===== src/rtl/slab_interval_reduce_pkg.sv =====
// Shared constants for the slab interval reducer: FloPoCo (wE=11, wF=21) field
// positions, exception codes, FSM encodings and real-value ordering helpers.
package slab_interval_reduce_pkg;

    localparam int WIDTH = 34;
    localparam int WE    = 11;
    localparam int WF    = 21;
    localparam int AXES  = 3;
    localparam int CNT_W = $clog2(AXES);

    localparam int EXC_HI  = 34;
    localparam int EXC_LO  = 33;
    localparam int SIGN    = 32;
    localparam int EXP_HI  = 31;
    localparam int EXP_LO  = 21;
    localparam int FRAC_HI = 20;

    localparam logic [1:0] EXC_ZERO = 2'b00;
    localparam logic [1:0] EXC_NORM = 2'b01;
    localparam logic [1:0] EXC_INF  = 2'b10;
    localparam logic [1:0] EXC_NAN  = 2'b11;

    localparam logic [0:0] ST_ACCUM = 1'b0;
    localparam logic [0:0] ST_DONE  = 1'b1;

    // Coarse ordering class: -inf < negative normal < zero < positive normal < +inf.
    localparam logic [2:0] RANK_NINF = 3'd0;
    localparam logic [2:0] RANK_NEG  = 3'd1;
    localparam logic [2:0] RANK_ZERO = 3'd2;
    localparam logic [2:0] RANK_POS  = 3'd3;
    localparam logic [2:0] RANK_PINF = 3'd4;

    function automatic logic [2:0] fp_rank(input logic [WIDTH:0] x);
        logic [2:0] r;
        case (x[EXC_HI:EXC_LO])
            EXC_NORM: r = x[SIGN] ? RANK_NEG : RANK_POS;
            EXC_INF:  r = x[SIGN] ? RANK_NINF : RANK_PINF;
            default:  r = RANK_ZERO;
        endcase
        return r;
    endfunction

    function automatic logic fp_is_nan(input logic [WIDTH:0] x);
        return x[EXC_HI:EXC_LO] == EXC_NAN;
    endfunction

    // Strictly below zero; signed zeros are not negative.
    function automatic logic fp_is_neg(input logic [WIDTH:0] x);
        return x[SIGN] && (x[EXC_HI:EXC_LO] == EXC_NORM || x[EXC_HI:EXC_LO] == EXC_INF);
    endfunction

endpackage


===== src/rtl/slab_interval_reduce_if.sv =====
// Bus between the per-axis slab producer, the reducer and the result consumer.
interface slab_interval_reduce_if;
    import slab_interval_reduce_pkg::*;

    // Both channels use strict valid/ready: a beat transfers on a cycle where
    // valid && ready; once raised, valid and its payload stay stable until then.
    logic             in_valid;
    logic             in_ready;
    logic [WIDTH:0]   t_near;
    logic [WIDTH:0]   t_far;
    logic             out_valid;
    logic             out_ready;
    logic             hit;
    logic [WIDTH:0]   t_enter;
    logic [WIDTH:0]   t_exit;
    logic [0:0]       dbg_state;

    modport master (
        output in_valid, t_near, t_far, out_ready,
        input  in_ready, out_valid, hit, t_enter, t_exit, dbg_state
    );

    modport slave (
        input  in_valid, t_near, t_far, out_ready,
        output in_ready, out_valid, hit, t_enter, t_exit, dbg_state
    );

endinterface


===== src/rtl/slab_interval_reduce_fp_order_cmp.sv =====
// Combinational real-value comparison of two FloPoCo words; NaN on either side
// makes the pair unordered and clears both lt and eq.
module slab_interval_reduce_fp_order_cmp
    import slab_interval_reduce_pkg::*;
(
    input  logic [WIDTH:0] a_i,
    input  logic [WIDTH:0] b_i,
    output logic           a_lt_b_o,
    output logic           a_eq_b_o,
    output logic           unordered_o
);

    logic [2:0] rank_a;
    logic [2:0] rank_b;
    logic       mag_lt;
    logic       mag_eq;

    assign rank_a      = fp_rank(a_i);
    assign rank_b      = fp_rank(b_i);
    assign mag_lt      = a_i[EXP_HI:0] < b_i[EXP_HI:0];
    assign mag_eq      = a_i[EXP_HI:0] == b_i[EXP_HI:0];
    assign unordered_o = fp_is_nan(a_i) || fp_is_nan(b_i);

    always_comb begin
        a_lt_b_o = 1'b0;
        a_eq_b_o = 1'b0;
        if (!unordered_o) begin
            if (rank_a != rank_b) begin
                a_lt_b_o = rank_a < rank_b;
            end else if (rank_a == RANK_NEG) begin
                // Larger magnitude is the smaller negative value.
                a_lt_b_o = !mag_lt && !mag_eq;
                a_eq_b_o = mag_eq;
            end else if (rank_a == RANK_POS) begin
                a_lt_b_o = mag_lt;
                a_eq_b_o = mag_eq;
            end else begin
                a_eq_b_o = 1'b1;
            end
        end
    end

endmodule


===== src/rtl/slab_interval_reduce.sv =====
// Reduces per-axis (t_near, t_far) pairs to max(t_near)/min(t_far) over AXES
// beats, then presents a registered hit flag with the reduced interval.
module slab_interval_reduce
    import slab_interval_reduce_pkg::*;
(
    input  logic                  clk,
    input  logic                  rst,
    slab_interval_reduce_if.slave bus
);

    logic [0:0]       state_q, state_d;
    logic [CNT_W-1:0] count_q, count_d;
    logic [WIDTH:0]   acc_near_q, acc_near_d;
    logic [WIDTH:0]   acc_far_q, acc_far_d;
    logic             nan_q, nan_d;
    logic             hit_q, hit_d;

    logic accept;
    logic final_axis;
    logic nan_in;
    logic near_lt, near_eq_unused, near_unord;
    logic far_lt, far_eq_unused, far_unord;
    logic hit_lt, hit_eq, hit_unord_unused;

    assign bus.in_ready  = (state_q == ST_ACCUM);
    assign bus.out_valid = (state_q == ST_DONE);
    assign bus.hit       = hit_q;
    assign bus.t_enter   = acc_near_q;
    assign bus.t_exit    = acc_far_q;
    assign bus.dbg_state = state_q;

    assign accept     = bus.in_valid && bus.in_ready;
    assign final_axis = (count_q == CNT_W'(AXES - 1));
    assign nan_in     = fp_is_nan(bus.t_near) || fp_is_nan(bus.t_far);

    slab_interval_reduce_fp_order_cmp u_cmp_near (
        .a_i(acc_near_q), .b_i(bus.t_near),
        .a_lt_b_o(near_lt), .a_eq_b_o(near_eq_unused), .unordered_o(near_unord)
    );

    slab_interval_reduce_fp_order_cmp u_cmp_far (
        .a_i(bus.t_far), .b_i(acc_far_q),
        .a_lt_b_o(far_lt), .a_eq_b_o(far_eq_unused), .unordered_o(far_unord)
    );

    slab_interval_reduce_fp_order_cmp u_cmp_hit (
        .a_i(acc_near_d), .b_i(acc_far_d),
        .a_lt_b_o(hit_lt), .a_eq_b_o(hit_eq), .unordered_o(hit_unord_unused)
    );

    // Strict compares only, so ties keep the accumulator; NaN never replaces it.
    always_comb begin
        acc_near_d = acc_near_q;
        acc_far_d  = acc_far_q;
        nan_d      = nan_q;
        if (accept) begin
            if (count_q == '0) begin
                acc_near_d = bus.t_near;
                acc_far_d  = bus.t_far;
                nan_d      = nan_in;
            end else begin
                if (near_lt && !near_unord) acc_near_d = bus.t_near;
                if (far_lt && !far_unord)   acc_far_d  = bus.t_far;
                nan_d = nan_q || nan_in;
            end
        end
    end

    always_comb begin
        state_d = state_q;
        count_d = count_q;
        hit_d   = hit_q;
        case (state_q)
            ST_ACCUM: begin
                if (accept) begin
                    if (final_axis) begin
                        state_d = ST_DONE;
                        count_d = '0;
                        hit_d   = !nan_d && (hit_lt || hit_eq) && !fp_is_neg(acc_far_d);
                    end else begin
                        count_d = count_q + 1'b1;
                    end
                end
            end
            default: begin
                if (bus.out_ready) begin
                    state_d = ST_ACCUM;
                    count_d = '0;
                end
            end
        endcase
    end

    always_ff @(posedge clk) begin
        if (rst) begin
            state_q    <= ST_ACCUM;
            count_q    <= '0;
            acc_near_q <= '0;
            acc_far_q  <= '0;
            nan_q      <= 1'b0;
            hit_q      <= 1'b0;
        end else begin
            state_q    <= state_d;
            count_q    <= count_d;
            acc_near_q <= acc_near_d;
            acc_far_q  <= acc_far_d;
            nan_q      <= nan_d;
            hit_q      <= hit_d;
        end
    end

endmodule


===== src/flat_wrapper.sv =====
// flat-port wrapper written by rule: the top's interface ports become plain ports
module slab_interval_reduce_flat import slab_interval_reduce_pkg::*;
  (clk, rst, bus_in_valid, bus_t_near, bus_t_far, bus_out_ready, bus_in_ready, bus_out_valid, bus_hit, bus_t_enter, bus_t_exit, bus_dbg_state);
  slab_interval_reduce_if bus_i ();
  input  logic clk;
  input  logic rst;
  input wire logic [$bits(bus_i.in_valid)-1:0] bus_in_valid;
  input wire logic [$bits(bus_i.t_near)-1:0] bus_t_near;
  input wire logic [$bits(bus_i.t_far)-1:0] bus_t_far;
  input wire logic [$bits(bus_i.out_ready)-1:0] bus_out_ready;
  output wire logic [$bits(bus_i.in_ready)-1:0] bus_in_ready;
  output wire logic [$bits(bus_i.out_valid)-1:0] bus_out_valid;
  output wire logic [$bits(bus_i.hit)-1:0] bus_hit;
  output wire logic [$bits(bus_i.t_enter)-1:0] bus_t_enter;
  output wire logic [$bits(bus_i.t_exit)-1:0] bus_t_exit;
  output wire logic [$bits(bus_i.dbg_state)-1:0] bus_dbg_state;
  assign bus_i.in_valid = bus_in_valid;
  assign bus_i.t_near = bus_t_near;
  assign bus_i.t_far = bus_t_far;
  assign bus_i.out_ready = bus_out_ready;
  assign bus_in_ready = bus_i.in_ready;
  assign bus_out_valid = bus_i.out_valid;
  assign bus_hit = bus_i.hit;
  assign bus_t_enter = bus_i.t_enter;
  assign bus_t_exit = bus_i.t_exit;
  assign bus_dbg_state = bus_i.dbg_state;
  slab_interval_reduce u_core (.clk(clk), .rst(rst), .bus(bus_i));
endmodule

===== config.mk =====
export PLATFORM = sky130hd
export DESIGN_NAME = slab_interval_reduce_flat
export DESIGN_NICKNAME = d
export VERILOG_FILES = /design/src/rtl/slab_interval_reduce_pkg.sv /design/src/rtl/slab_interval_reduce_if.sv /design/src/rtl/slab_interval_reduce_fp_order_cmp.sv /design/src/rtl/slab_interval_reduce.sv /design/src/flat_wrapper.sv
export SDC_FILE = /design/constraint.sdc
export NUM_CORES = 1
export LEC_CHECK = 0
export BUFFER_PORTS_ARGS = -buffer_cell sky130_fd_sc_hd__buf_4
export CORE_MARGIN = 8
export CORE_UTILIZATION = 54
export CTS_BUF_LIST = sky130_fd_sc_hd__clkbuf_16
export CTS_CLUSTER_SIZE = 20
export DETAILED_ROUTE_END_ITERATION = 16
export GPL_TIMING_DRIVEN = 0
export PLACE_DENSITY = 0.81
export SLEW_MARGIN = 20
export SYNTH_ARGS = -nofsm -noshare
export SYNTH_HDL_FRONTEND = slang
export SYNTH_SLANG_ARGS = --single-unit

===== constraint.sdc =====
create_clock -name clk -period 6.84 [get_ports clk]
set_clock_uncertainty 0.15 [all_clocks]
set_input_delay 0.684 -clock clk [delete_from_list [all_inputs] [get_ports clk]]
set_output_delay 0.684 -clock clk [all_outputs]
set_load 0.03 [all_outputs]

==> out/qor.yml, run 1 <==
floorplan:
  start_util: 0.551
  rows: 37
  die_h_um: 118
  dieArea_um2: 13900
  die_w_um: 118
  core_area_um2: 10200
  io_pins: 148
placed_design:
  hpwl_um: 14200
  io_buffers: 147
  dp_cells: 969
  place_congestion: 0.941
yosys:
  synthArstFlopShare: 0
  syn_area_um2: 5610
  synth_commonest_cells: "ha_1 (109), dfxtp_1 (75), inv_1 (72), nand2_1 (64), nor2_1 (56)"
  synth.distinct_cells: 53
  yosys-top-cells-area: "dfxtp_1 (27%), ha_1 (24%), mux2i_1 (6.8%)"
  syn_inst: 686
  yosysWarnings: 0
  synth.avg_cell_area_um2: 8.18
  synth_edf_count: 0
  synth_fp_nets: 869
  yosysTopAreaCell: "dfxtp_1"
  yosysSeqAreaShare: 0.268
  netlist.area_leader.share: 0.268
  synth_flop_cell: "dfxtp_1"
  yosysMostFrequentCell: "ha_1"
  ys_ff_latch: 75
global_routing:
  grt_pass1_vias: 5835
  use_met2: 0.409
  grt.met1_usage: 0.283
  grt_pass1_wl_um: 27900
  grt_start_max_net_pins: 13
  grt_usage: 0.243
  grt_overflow: 0
  grt_util_met3: 0.0523
  busiest_layer: "met2"
  grt_antenna_before_repair: 0
timing:
  worst_slew_pin_slew_ns: 0.654
  hold_viol: 0
  slew_viol_final: 0
  rsz0062_at_grt: "no"
  setup_viol: 0
  min_period_ns: 6.15
  slew_headroom: 0.564
  period_share: 0.899
  setup_tns_ns: 0
  clock.fmax_ghz: 0.163
critical_path:
  ff2ff_path_depth: 22
  crit_path_start_kind: "input port"
  path_class: "input port to register"
  ff2ff_setup_slack_ns: 0.72
  crit_fanout: 10
  cp.required_ns: 6.91
  crit_arrival_ns: 6.22
  endpoint_kind: "register"
  rr_startpoint: "u_core.bus.t_exit[28]"
  reg2reg_to: "u_core.bus.hit"
layout:
  diodes: 0
  stdcell_count: 985
  drive_above_1_share: 0.199
  multiInputGateArea_um2: 3740
  fill_cells: 831
  area_delta_synth_final_pct: 28.2
  nets: 1027
  seqCellArea_um2: 1500
routing:
  drt_iter0_drc: 312
  viasPerCell: 5.63
  avgRoutedWirePerCell_um: 17.5
  drt_wl_total_um: 17300
  antenna_left: 0
  vias: 5549
  drc: 0
  drt_pass1_iterations: 5
clock_tree:
  cts.sink_count: 75
  root_buffer: "clkbuf_16"
  post_cts_resize_count: 0
  cts_made_buffers: 9
  post_cts_buffers: 0
  cts-htree-levels: 3
  cts_buffer_depth: 2
  clkSlewWorstSetupHoldPaths_ns: 0.06
  clock_latency_ns: 0.34
  cts_tree: "done"
  hold_buffers: 0
worst_hold_path:
  hp-start: "u_core.nan_q"
  hold_class: "register to register"
  whs_path_depth: 2
  holdPathEnd: "u_core.nan_q"
outcome:
  status: "finished clean"
power_and_ir_drop:
  p_int_mw: 1.21
  ir_drop_uv: 177
  p_seq_frac: 0.271
  total_power_mw: 2.05
  p_switching_mw: 0.834
  p_leak_nw: 3.50
  power_density_nw_per_um2: 284
  power_frac_clock: 0.247
  pwr-share-comb: 0.482
  sw_frac_of_total: 0.408
flow_run:
  cap_violations: 0
==> per-layer routing <==
| metal | share of wire | routed length, µm |
|---|---|---|
| met1 | 0.44 | 7510 |
| met2 | 0.46 | 7990 |
| met3 | 0.065 | 1130 |
| met4 | 0.036 | 629 |
| met5 | 0 | 0 |
==> sequential cells by signal, indices dropped and copies added (netlist names) <==
name	flops
u_core.bus.dbg_state	1
u_core.bus.hit	1
u_core.bus.t_enter	35
u_core.bus.t_exit	35
u_core.count_q	2
u_core.nan_q	1
==> final cells by class <==
| type | instances | area share |
|---|---|---|
| repair buffers | 147 | 0.153 |
| multi-input cells | 518 | 0.520 |
| plain buffers | 21 | 0.0132 |
| clock buffers | 9 | 0.0313 |
| well taps | 136 | 0.0237 |
| inverters | 72 | 0.0376 |
| flip-flops and latches | 75 | 0.209 |
| clock inverters | 7 | 0.0117 |
==> kinds of logic (layout without fill, tap and decap cells) <==
kind of cell / Yosys count / in the layout / share of synthesized area
adders and majority gates: 109 / 109 / 0.243
DFF: 75 / 75 / 0.268
AOI/OAI and AO/OA: 135 / 135 / 0.144
buffers and inverters: 93 / 256 / 0.0651
muxes: 41 / 41 / 0.0738
and+or+nand+nor: 233 / 233 / 0.206
==> how the worst max path moves through the flow <==
stage | to | depth (start not counted) | slack [ns] | start
after global placement | u_core.bus.hit | 22 | 0.53 | bus_t_far[28]
after floorplan | u_core.bus.hit | 22 | 1.72 | bus_t_near[33]
after CTS | u_core.bus.hit | 22 | 0.78 | bus_t_far[29]
after global routing | u_core.bus.hit | 22 | 0.22 | bus_t_far[28]
after detailed placement | u_core.bus.hit | 22 | 0.43 | bus_t_far[29]
final | u_core.bus.hit | 22 | 0.69 | bus_t_far[29]
==> per-stage QoR <==
| stage | cell area [µm²] | hold slack [ns] | setup slack, ns | utilization |
|---|---|---|---|---|
| after global routing | 7190 | 0.382 | 0.215 | 0.706 |
| after floorplan | 5610 | 0.297 | 1.72 | - |
| after detailed placement | 6880 | 0.320 | 0.433 | 0.676 |
| final | 7190 | 0.345 | 0.689 | 0.706 |
| after CTS | 7190 | 0.344 | 0.775 | 0.706 |
| after global placement | 6880 | 0.319 | 0.527 | 0.676 |
==> cell usage in the layout, fill, tap and decap left out, types with 4 or more instances in the layout <==
cell / Yosys / final
nand4_1: 20 / 20
nand2b_1: 4 / 4
and3_1: 5 / 5
a21oi_1: 43 / 43
ha_1: 109 / 109
clkbuf_16: 0 / 9
mux2i_1: 38 / 38
o211ai_1: 5 / 5
clkbuf_1: 16 / 16
nand2_1: 64 / 64
o21ai_0: 45 / 45
nor3_1: 8 / 8
nor2_1: 56 / 56
nor2b_1: 45 / 45
o21a_1: 4 / 4
a21o_1: 9 / 9
nand3_1: 13 / 13
buf_4: 4 / 151
inv_1: 72 / 73
dfxtp_1: 75 / 75
==> power by group through the flow <==
stage          Combinational (mW)  Clock [mW]  Sequential [mW]
2_1_floorplan               0.543           0            0.664
3_3_place_gp                0.929           0            0.558
3_5_place_dp                0.968           0            0.560
4_1_cts                     0.979       0.503            0.552
5_1_grt                      1.09       0.527            0.561
6_report                    0.986       0.506            0.554
==> critical path: stages <==
cell	delay, ns
buf_4	0.12
ha_1	0.30
nand4_1	0.18
nor4_1	0.62
nand4_1	0.27
a21oi_1	0.29
nor4_1	0.13
mux2_1	0.40
a21oi_1	0.16
buf_2	0.25
buf_4	0.28
mux2i_1	0.29
ha_1	0.29
a21o_1	0.18
a21oi_1	0.17
nor3_1	0.07
a2111oi_0	0.33
o211ai_1	0.16
a211oi_1	0.38
nand3_1	0.13
a311o_1	0.37
o311a_1	0.13
Note: power is estimated with default switching activity, not from simulation.
==> inputs of run 2 (changes only) <==
--- a/config.mk
+++ b/config.mk
@@ -13,6 +13,7 @@
 export DETAILED_ROUTE_END_ITERATION = 16
 export GPL_TIMING_DRIVEN = 0
 export PLACE_DENSITY = 0.81
+export REMOVE_ABC_BUFFERS = 1
 export SLEW_MARGIN = 20
 export SYNTH_ARGS = -nofsm -noshare
 export SYNTH_HDL_FRONTEND = slang
==> out/qor.yml, run 2 (synthesis results as in run 1) <==
clock_tree:
  clkSlewWorstSetupHoldPaths_ns: 0.06  # about the same
  hold_buffers: 0  # unchanged
  post_cts_buffers: 0  # unchanged
  cts-htree-levels: 3  # unchanged
  root_buffer: "clkbuf_16"
  cts_buffer_depth: 2  # unchanged
  cts_made_buffers: 9  # unchanged
  clock_latency_ns: 0.34  # about the same
  cts.sink_count: 75  # unchanged
  post_cts_resize_count: 0  # unchanged
  cts_tree: "done"
critical_path:
  crit_arrival_ns: 6.39  # +0.17 ns
  endpoint_kind: "register"
  crit_path_start_kind: "input port"
  crit_fanout: 16  # +6
  path_class: "input port to register"
  cp.required_ns: 6.91  # about the same
global_routing:
  grt_pass1_wl_um: 25900  # -7.2%
  grt_antenna_before_repair: 0  # unchanged
  grt_pass1_vias: 5627  # -3.6%
  grt_overflow: 0  # unchanged
  grt_usage: 0.221  # -0.0220
  grt_start_max_net_pins: 77  # +64
timing:
  fin_hold_ws_ns: 0.357  # +0.0120 ns
  setup_tns_ns: 0  # unchanged
  period_share: 0.924  # +0.0247
  rsz0062_at_grt: "no"
  worst_slack_ns: 0.520  # -0.169 ns
  setup_viol: 0  # unchanged
  worst_slew_pin_slew_ns: 0.839  # +0.185 ns
  slew_viol_final: 0  # unchanged
  slew_headroom: 0.441  # -0.123
  min_period_ns: 6.32  # +0.169 ns
  clock.fmax_ghz: 0.158  # -2.7%
  hold_viol: 0  # unchanged
floorplan:
  core_area_um2: 10200  # unchanged
  io_pins: 148  # unchanged
  die_w_um: 118  # unchanged
  die_h_um: 118  # unchanged
  rows: 37  # unchanged
  dieArea_um2: 13900  # unchanged
  start_util: 0.551  # unchanged
layout:
  area_delta_synth_final_pct: 27.4
  drive_above_1_share: 0.207  # +0.00792
  final_common_cell: "buf_4"
  diodes: 0  # unchanged
  nets: 1009  # -1.8%
  final_cell_mix: "buf_4 (147), ha_1 (109), dfxtp_1 (75)"
flow_run:
  cap_violations: 0  # unchanged
routing:
  antenna_left: 0  # unchanged
  viasPerCell: 5.60  # -0.67%
  vias: 5411  # -2.5%
  avgRoutedWirePerCell_um: 16.3  # -6.8%
  drt_wl_total_um: 15800  # -8.5%
  drt_iter0_drc: 329  # +5.4%
  drc: 0  # unchanged
  drt_pass1_iterations: 5  # unchanged
power_and_ir_drop:
  power_density_nw_per_um2: 275  # -3.2%
  p_leak_nw: 3.47  # -1.1%
  ir_drop_uv: 153  # -14%
placed_design:
  place_ws_ns: 0.311  # -0.123 ns
  io_buffers: 147  # unchanged
  place_congestion: 0.912  # -3.1%
  hpwl_um: 12800  # -9.7%
outcome:
  status: "finished clean"
worst_hold_path:
  hold_class: "register to register"
## run 2: changes by cell type in the layout (fill, tap and decap cells not counted), sizes merged
cell      delta
buf          -2
clkbuf      -16
bufinv       -2
clkinvlp     +3
inv          -1
## run 2: layout make-up
type | count | area (µm²)
Fill cell | 828 | 3040
Multi-Input combinational cell | 518 | 3760
Tap cell | 136 | 170
Clock buffer | 9 | 225
Inverter | 72 | 270
Sequential cell | 75 | 1500
Timing Repair Buffer | 150 | 1180
Clock inverter | 7 | 45.0
## run 2: final timing paths
kind | slack (ns) | end | cells after the start | from
worst max-delay path | 0.52 | u_core.bus.hit | 22 | bus_t_far[29]
worst min-delay path | 0.36 | u_core.nan_q | 2 | u_core.nan_q
worst max register to register | 0.57 | u_core.bus.hit | 22 | u_core.bus.t_exit[29]
worst min register to register | 0.36 | u_core.nan_q | 2 | u_core.nan_q
## run 2: power breakdown
group	switching [mW]	internal (mW)
clock network	0.199	0.244
logic	0.563	0.409
registers	0.0552	0.498
total	0.817	1.15
## run 2: stage by stage
stage                     total power [mW]  cells  utilization  area, µm²
after floorplan                       1.20    665            -       5520
after global placement                1.47    948        0.667       6790
after detailed placement              1.53    951        0.675       6880
after CTS                             1.97    967        0.702       7150
after global routing                  2.10    967        0.702       7150
final                                 1.97    967        0.702       7150
## run 2: layer usage
layer  vias to the layer above  GRT usage  wire length (µm)
met5                         -          0                 0
li1                       2684          -                 -
met4                         0     0.0817               317
met3                        33     0.0456              1070
met1                      2486      0.264              6820
met2                       208      0.382              7570
## run 2: worst max-delay path, cell delays in order
cell,delay (ns)
buf_4,0.12
ha_1,0.30
nand4_1,0.17
nor4_1,0.53
nand4_1,0.31
a21oi_1,0.36
nor4_1,0.16
mux2_1,0.41
a21oi_4,0.40
buf_16,0.23
buf_16,0.18
mux2i_1,0.29
ha_1,0.29
a21o_1,0.18
a21oi_1,0.14
nor3_1,0.06
a2111oi_0,0.39
o211ai_1,0.16
a211oi_1,0.38
nand3_1,0.12
a311o_1,0.37
o311a_1,0.13
==> inputs of run 3 (changes only) <==
--- a/config.mk
+++ b/config.mk
@@ -6,13 +6,15 @@
 export NUM_CORES = 1
 export LEC_CHECK = 0
 export BUFFER_PORTS_ARGS = -buffer_cell sky130_fd_sc_hd__buf_4
-export CORE_MARGIN = 8
-export CORE_UTILIZATION = 54
+export CELL_PAD_IN_SITES_DETAIL_PLACEMENT = 1
+export CELL_PAD_IN_SITES_GLOBAL_PLACEMENT = 1
+export CORE_MARGIN = 4
+export CORE_UTILIZATION = 39
 export CTS_BUF_LIST = sky130_fd_sc_hd__clkbuf_16
 export CTS_CLUSTER_SIZE = 20
 export DETAILED_ROUTE_END_ITERATION = 16
 export GPL_TIMING_DRIVEN = 0
-export PLACE_DENSITY = 0.81
+export PLACE_DENSITY_LB_ADDON = 0.1
 export REMOVE_ABC_BUFFERS = 1
 export SLEW_MARGIN = 20
 export SYNTH_ARGS = -nofsm -noshare
==> out/qor.yml, run 3 (synthesis results as in run 1) <==
routing:
  viasPerCell: 5.34  # -4.6%
  dr.max_layer_used: "met4"
  wl_met2_um: 8850  # +17%
  avgRoutedWirePerCell_um: 17.3  # +5.9%
  drt_pass1_iterations: 4  # -1
  wl_met1_um: 7430  # +8.9%
  wl_met3_um: 842  # -21%
  antenna_left: 0  # unchanged
  drt_iter0_drc: 238  # -28%
  vias: 5393  # -0.33%
  drc: 0  # unchanged
  drt_wl_total_um: 17500  # +11%
clock_tree:
  cts.sink_count: 75  # unchanged
  post_cts_buffers: 0  # unchanged
  clkSlewWorstSetupHoldPaths_ns: 0.05  # about the same
  cts_buffer_depth: 2  # unchanged
  cts_made_buffers: 9  # unchanged
  root_buffer: "clkbuf_16"
  post_cts_resize_count: 0  # unchanged
  clock_latency_ns: 0.35  # about the same
  cts_tree: "done"
  cts-htree-levels: 3  # unchanged
  hold_buffers: 0  # unchanged
outcome:
  status: "finished clean"
floorplan:
  dieArea_um2: 16400  # +18%
  core_area_um2: 14000  # +37%
  io_pins: 148  # unchanged
  die_w_um: 128  # +8.5%
  die_h_um: 128  # +8.5%
  rows: 43  # +16%
  start_util: 0.401  # -0.150
critical_path:
  ff2ff_setup_slack_ns: 0.57  # about the same
  reg2reg_to: "u_core.bus.hit"
  crit_arrival_ns: 6.36  # -0.03 ns
  path_class: "input port to register"
  cp.required_ns: 6.91  # about the same
  ff2ff_path_depth: 22  # unchanged
  endpoint_kind: "register"
  max_stage_delay_ns: 0.46  # -0.07 ns
  cp_cell_sequence: "buf_4 -> ha_1 -> nand4_1 -> nor4_2 -> nand4_1 -> a21oi_1 -> nor4_1 -> mux2_1 -> a21oi_4 -> buf_16 -> buf_16 -> mux2i_1 -> ha_1 -> a21o_1 -> a21oi_1 -> nor3_1 -> a2111oi_0 -> o211ai_1 -> a211oi_1 -> nand3_1 -> a311o_1 -> o311a_1"
  critPathBufInv: 3  # unchanged
  crit_fanout: 15  # -1
  cp_slowest_cell: "a21oi_4"
  cp_top_family: "compound AO/OA/AOI/OAI gates"
  rr_startpoint: "u_core.bus.t_exit[29]"
  critPathLaunch: "bus_t_far[29]"
  crit_path_start_kind: "input port"
flow_run:
  cap_violations: 0  # unchanged
global_routing:
  grt_pass1_vias: 5936  # +5.5%
  grt_antenna_before_repair: 0  # unchanged
  grt_overflow: 0  # unchanged
  grt_usage: 0.220  # -0.00138
  grt_pass1_wl_um: 28700  # +11%
  grt_start_max_net_pins: 77  # unchanged
layout:
  diodes: 0  # unchanged
  area_delta_synth_final_pct: 28.2
  final_util: 0.514  # -0.188
  final_cell_mix: "buf_4 (147), ha_1 (109), dfxtp_1 (75)"
  nets: 1009  # unchanged
  final_common_cell: "buf_4"
  drive_above_1_share: 0.204  # -0.00337
  fill_cells: 1685  # +100%
power_and_ir_drop:
  p_leak_nw: 3.48  # +0.34%
  ir_drop_uv: 139  # -9.5%
  power_density_nw_per_um2: 274  # -0.48%
timing:
  fin_hold_ws_ns: 0.341  # -0.0155 ns
  min_period_ns: 6.29  # -0.0302 ns
  slew_viol_final: 0  # unchanged
  worst_slack_ns: 0.550  # +0.0302 ns
  setup_viol: 0  # unchanged
  period_share: 0.920  # -0.00441
  hold_viol: 0  # unchanged
  clock.fmax_ghz: 0.159  # +0.48%
  rsz0062_at_grt: "no"
  worst_slew_pin_slew_ns: 0.869  # +0.0300 ns
  slew_headroom: 0.421  # -0.0200
worst_hold_path:
  hold_class: "register to register"
  holdPathEnd: "u_core.nan_q"
  whs_path_depth: 2  # unchanged
  hp-start: "u_core.nan_q"
placed_design:
  io_buffers: 147  # unchanged
  place_congestion: 0.880  # -3.5%
  place_ws_ns: 0.103  # -0.207 ns
  hpwl_um: 14300  # +11%
run 3: worst max-delay path by stage:
stage / to / cells past startpoint / slack (ns)
after floorplan: u_core.bus.hit / 19 / -0.41
after global placement: u_core.bus.hit / 19 / -3.28
after detailed placement: u_core.bus.hit / 22 / 0.10
after CTS: u_core.bus.hit / 22 / 0.45
after global routing: u_core.bus.hit / 22 / 0.08
final: u_core.bus.hit / 22 / 0.55
run 3: layer usage:
layer  track usage  vias to the layer above
met5             0                        -
li1              -                     2675
met1         0.251                     2594
met2         0.404                      102
met4        0.0674                        0
met3        0.0500                       22
run 3: area by class of cell:
type,instances,area [µm²],area share
clock buffers,9,225,0.0313
flip-flops and latches,75,1500,0.209
repair buffers,150,1180,0.164
inverters,72,270,0.0376
multi-input cells,518,3760,0.523
clock inverters,6,26.3,0.00365
well taps,180,225,0.0313
run 3: stage by stage:
| step | TNS [ns] | cells | area (µm²) | total power [mW] |
|---|---|---|---|---|
| finish | 0 | 1010 | 7190 | 1.97 |
| global route | 0 | 1010 | 7190 | 2.13 |
| CTS | 0 | 1010 | 7180 | 1.99 |
| detailed placement | 0 | 995 | 6930 | 1.56 |
| global placement | -31.32 | 992 | 6840 | 1.49 |
| floorplan | -0.409 | 665 | 5520 | 1.20 |
run 3: power breakdown:
part	internal, mW	total, mW	switching, mW
Sequential	0.498	0.555	0.0569
Clock	0.238	0.427	0.189
Combinational	0.411	0.988	0.577
run 3: worst min-delay path, stage by stage (launching register included):
cell and delay, ns:
dfxtp_1 0.30, a21oi_1 0.07, nor2_1 0.08
